## src/rtl/trdb_pkg.sv

```systemverilog
// Shared trace-debug types and defaults for the branch map blocks.
package trdb_pkg;

    localparam int unsigned NRET_DEF = 2;

    typedef struct packed {
        logic valid;
        logic taken;
    } branch_lane_t;

endpackage

```

## src/rtl/trdb_lane_rank.sv

```systemverilog
// Prefix-count of per-lane valid flags: rank of each lane among the valid ones, plus popcount.
module trdb_lane_rank #(
    parameter int unsigned NRET   = 2,
    parameter int unsigned RANK_W = $clog2(NRET + 1)
) (
    input  logic [NRET-1:0]             valid_i,
    output logic [NRET-1:0][RANK_W-1:0] rank_o,
    output logic [RANK_W-1:0]           total_o
);

    logic [RANK_W-1:0] acc;

    always_comb begin
        acc    = '0;
        rank_o = '0;
        for (int k = 0; k < NRET; k++) begin
            rank_o[k] = acc;
            acc       = acc + RANK_W'(valid_i[k]);
        end
        total_o = acc;
    end

endmodule

```

## src/rtl/trdb_branch_map_mr.sv

```systemverilog
// Multi-retirement branch map. Define TRDB_BRANCH_PRED_EN to add the branch-predictor
// compression front end (pred_i / pbc_o / mispred_o).
module trdb_branch_map_mr
    import trdb_pkg::*;
#(
    parameter int unsigned NRET    = NRET_DEF,
    parameter int unsigned MAP_LEN = 31,
    parameter int unsigned CNT_W   = $clog2(MAP_LEN + 1),
    parameter int unsigned PBC_W   = 16
) (
    input  logic               clk_i,
    input  logic               rst_ni,
    input  logic [NRET-1:0]    valid_i,
    input  logic [NRET-1:0]    taken_i,
    input  logic               flush_i,
`ifdef TRDB_BRANCH_PRED_EN
    input  logic [NRET-1:0]    pred_i,
    output logic [PBC_W-1:0]   pbc_o,
    output logic               mispred_o,
`endif
    output logic [MAP_LEN-1:0] map_o,
    output logic [CNT_W-1:0]   branches_o,
    output logic               is_full_o,
    output logic               is_empty_o,
    output logic               overflow_o
);

    localparam int unsigned RANK_W = $clog2(NRET + 1);

    logic [CNT_W-1:0]             base;
    logic [NRET-1:0]              ins_valid;
    logic [NRET-1:0][RANK_W-1:0]  rank;
    logic [RANK_W-1:0]            total;

    logic [MAP_LEN-1:0] map_n;
    logic [CNT_W-1:0]   cnt_n;
    logic               full_n, empty_n, ovf_n;
    int unsigned        sum;

    assign base = flush_i ? '0 : branches_o;

`ifdef TRDB_BRANCH_PRED_EN
    logic [PBC_W-1:0] pbc_n;
    logic             mispred_n;
    logic             skipping;

    // While the map is empty, correctly predicted branches are only counted, not stored.
    always_comb begin
        pbc_n     = flush_i ? '0 : pbc_o;
        mispred_n = 1'b0;
        skipping  = (base == '0);
        ins_valid = valid_i;
        for (int k = 0; k < NRET; k++) begin
            if (valid_i[k] && skipping) begin
                if (taken_i[k] == pred_i[k]) begin
                    ins_valid[k] = 1'b0;
                    if (pbc_n != '1) pbc_n = pbc_n + 1'b1;
                end else begin
                    mispred_n = 1'b1;
                    skipping  = 1'b0;
                end
            end
        end
    end
`else
    assign ins_valid = valid_i;
`endif

    trdb_lane_rank #(
        .NRET   (NRET),
        .RANK_W (RANK_W)
    ) u_rank (
        .valid_i (ins_valid),
        .rank_o  (rank),
        .total_o (total)
    );

    always_comb begin
        map_n = flush_i ? '0 : map_o;
        for (int i = 0; i < int'(MAP_LEN); i++) begin
            for (int k = 0; k < int'(NRET); k++) begin
                if (ins_valid[k] && (int'(base) + int'(rank[k]) == i))
                    map_n[i] = ~taken_i[k];
            end
        end
        sum   = int'(base) + int'(total);
        ovf_n = (flush_i ? 1'b0 : overflow_o) | (sum > MAP_LEN);
        cnt_n = (sum > MAP_LEN) ? CNT_W'(MAP_LEN) : CNT_W'(sum);
        full_n  = (cnt_n == CNT_W'(MAP_LEN));
        empty_n = (cnt_n == '0);
    end

    always_ff @(posedge clk_i or negedge rst_ni) begin
        if (!rst_ni) begin
            map_o      <= '0;
            branches_o <= '0;
            is_full_o  <= 1'b0;
            is_empty_o <= 1'b1;
            overflow_o <= 1'b0;
`ifdef TRDB_BRANCH_PRED_EN
            pbc_o      <= '0;
            mispred_o  <= 1'b0;
`endif
        end else begin
            map_o      <= map_n;
            branches_o <= cnt_n;
            is_full_o  <= full_n;
            is_empty_o <= empty_n;
            overflow_o <= ovf_n;
`ifdef TRDB_BRANCH_PRED_EN
            pbc_o      <= pbc_n;
            mispred_o  <= mispred_n;
`endif
        end
    end

endmodule

```

## config.mk

```make
export PLATFORM = sky130hd
export DESIGN_NAME = trdb_branch_map_mr
export DESIGN_NICKNAME = d
export VERILOG_FILES = /design/src/rtl/trdb_pkg.sv /design/src/rtl/trdb_lane_rank.sv /design/src/rtl/trdb_branch_map_mr.sv
export SDC_FILE = /design/constraint.sdc
export NUM_CORES = 1
export LEC_CHECK = 0
export CAP_MARGIN = 20
export CORE_ASPECT_RATIO = 0.8
export CORE_MARGIN = 2
export CORE_UTILIZATION = 59
export DETAILED_ROUTE_END_ITERATION = 12
export PLACE_DENSITY = 0.92
export SYNTH_ARGS = -nofsm -noshare
export SYNTH_HDL_FRONTEND = slang
export SYNTH_HIERARCHICAL = 1
export SYNTH_SLANG_ARGS = --single-unit
```

## constraint.sdc

```tcl
create_clock -name clk_i -period 6.4 [get_ports clk_i]
set_input_delay 1.28 -clock clk_i [delete_from_list [all_inputs] [get_ports clk_i]]
set_output_delay 1.28 -clock clk_i [all_outputs]
set_load 0.02 [all_outputs]
```

==> qor.yml <==
crit_required_ns: 6.60
finalSetupViolCount: 0
placed_area_sq_um: 3310
grt_pass1_wl_um: 14100
maxSlewHeadroom: 0.328
final_area_sq_um: 3470
final.setup_skew_ns: 0.0106
rows: 22
max_freq_mhz: 211
area_delta_synth_final_pct: 19.0
syn_inst: 332
status: "completed"
synth_top_cell_area_share: 0.327
overflow: 0
cts_made_buffers: 5
holdBufCountCts: 0
synth-async-reset-ratio: 1.00
routedWlPerCell_um: 20.6
place_congestion: 1.02
r2r_start: "branches_o[1]$_DFF_PN0_"
die_y_um: 66.8
maxSlewViolCount: 0
fill_cells: 347
synth.ff_latch_count: 39
antenna_found_initial: 0
port_buffers: 45
layout.nets: 376
crit_path_start_kind: "input port"
hold_violations: 0
root_buffer: "clkbuf_8"
synth.distinct_cells: 64
synthesis.area_sq_um: 2910
h-tree-depth: 2
drive_above_1_share: 0.0689
cts_tree: "done"
p_per_area_nw_per_um2: 238
min_path_type: "flop to flop"
hp-start: "overflow_o$_DFF_PN0_"
peakVddDrop_uv: 161
core_sq_um: 4680
setup-tns-final_ns: 0
hpwl_um: 6080
synth.area.top_cells: "dfrtp_1 33%, mux2i_1 8.6%, a32oi_1 3.9%"
first_pass_iters: 6
grt_max_degree: 40
avgSynthCellArea_sq_um: 8.77
dieArea_sq_um: 5520
ant_nets: 0
numClockSinks: 39
synthFlopType: "dfrtp_1"
clk_pin_slew_ns: 0.09
vias: 2902
power_leakage_nw: 1.38
synth_seq_area_share: 0.336
grt_pass1_vias: 2708
grt_use_total: 0.344
die_w_um: 82.5
cts_setup_buffers: 0
drc: 0
crit_path_end_kind: "flop"
synth_edf_count: 0
avgViaCountPerCell: 6.86
insertion_delay_ns: 0.30
ctsResizeCount: 0
routed_wl_um: 8700
ys.warnings.count: 6
tightestPinTransition_ns: 1.00
ios: 46
post-route-min-period_ns: 4.73
cp_max_fo: 27
rsz0062_at_grt: "false"
setup.worst_path.start: "flush_i"
diodes: 0
critPathKind: "input port to flop"
post-layout-total-power_uw: 825
arrival_ns: 4.93
min_period_over_period: 0.740
first_iter_violations: 375
start_util: 0.622
synth_top_area_cell: "dfrtp_1"
cts_buffer_depth: 2
max_cap_viol_count: 0
==> path summary, 6_finish.rpt <==
check                                          endpoint  slack [ns]  depth (start not counted)
worst max-delay path              map_o[28]$_DFFE_PN0P_        1.67                         11
worst min-delay path               overflow_o$_DFF_PN0_        0.57                          2
worst max register to register    map_o[28]$_DFFE_PN0P_        3.26                          9
worst min register to register     overflow_o$_DFF_PN0_        0.57                          2
max in group asynchronous         map_o[21]$_DFFE_PN0P_        4.74                          1
min in group asynchronous       branches_o[4]$_DFF_PN0_        1.10                          1
==> synthesized netlist by cell type, types with 2 or more instances <==
cell type  number
nand2b_1       10
or4_1           4
o22ai_1         4
or2_2           4
buf_2           5
mux2i_1        25
buf_1           3
nand2_1        29
nor2b_1         9
o21ai_0        13
xnor2_1         4
a32oi_1        13
clkbuf_1       11
and3_1          2
nand4_1         5
nor2_1         24
a21o_1          4
dfrtp_1        38
inv_1           8
or3_1           6
o32ai_1         6
buf_6           3
a211o_1         2
a2bb2oi_1       2
and3b_1         2
a31oi_1         6
o311ai_0        3
buf_4           5
nor3_1         11
nand3_1         5
ha_1            7
o41a_1          2
nor4_1          5
and2_4          2
a41oi_1         2
a21oi_1        15
and2_1          4
a22oi_1         3
==> cell usage in the layout, fill, tap and decap left out, types with 3 or more instances in the layout <==
cell type and count:
ha_1 7, a21o_1 4, o32ai_1 6, a22oi_1 3
o22ai_1 4, nand2b_1 10, inv_1 8, dfrtp_1 38
or4_1 4, or2_2 4, nor3_1 11, clkbuf_8 5
a32oi_1 13, nor2_1 24, nand3_1 5, nor4_1 5
clkdlybuf4s50_1 44, and2_1 4, conb_1 3, a21oi_1 15
xnor2_1 4, nand4_1 5, or3_1 6, mux2i_1 25
o311ai_0 3, o21ai_0 13, a31oi_1 6, nor2b_1 9
nand2_1 29
==> flip-flops by register name (all words and copies together), names as in the netlist <==
signal	count
map_o	31
branches_o	5
is_empty_o	1
is_full_o	1
overflow_o	1
==> worst max-delay path, stage by stage <==
cell	delay, ns
clkdlybuf4s50_1	1.13
clkinv_1	0.23
nand2_1	0.23
xnor2_1	0.10
ha_1	0.21
a21oi_1	0.23
nand2b_1	0.17
a21oi_1	0.12
nor3_1	0.69
a222oi_1	0.25
a311oi_1	0.27
==> cell type report <==
class,count,area [sq um],share of cell area
Sequential cell,39,977,0.282
Multi-Input combinational cell,259,1760,0.508
Timing Repair Buffer,48,488,0.141
Inverter,9,33.8,0.00975
Clock buffer,6,72.6,0.0209
Tap cell,60,75.1,0.0217
Clock inverter,2,60.1,0.0173
==> metrics by stage <==
stage / hold slack (ns) / setup slack (ns) / std cells / util
global placement: 0.531 / 1.57 / 414 / 0.706
floorplan: 0.606 / 2.65 / 334 / -
global route: 0.615 / 1.45 / 423 / 0.741
finish: 0.575 / 1.67 / 423 / 0.741
detailed placement: 0.573 / 1.47 / 414 / 0.706
CTS: 0.591 / 1.79 / 422 / 0.735
==> logic make-up after synthesis <==
kind of cell | count (synthesis) | share of synthesized area
other | 1 | 0.00129
adders and majority gates | 9 | 0.0374
AOI/OAI and AO/OA | 87 | 0.218
buffers and inverters | 36 | 0.0627
muxes | 26 | 0.0898
xor gates and xnor gates | 6 | 0.0206
DFF | 39 | 0.336
and+or+nand+nor | 128 | 0.234
==> metal layers <==
| layer | wire [um] | vias to the layer above | track usage |
|---|---|---|---|
| met4 | 129 | 0 | 0.0963 |
| met3 | 982 | 18 | 0.0827 |
| met1 | 3720 | 1371 | 0.507 |
| met5 | 0 | - | 0 |
| met2 | 3870 | 217 | 0.501 |
| li1 | - | 1296 | - |
==> where the power goes <==
part	internal [mW]	total [mW]	switching, mW
Clock	0.156	0.252	0.0958
Combinational	0.103	0.280	0.177
Sequential	0.266	0.293	0.0269
No activity file was read; power rests on OpenSTA's default activity.
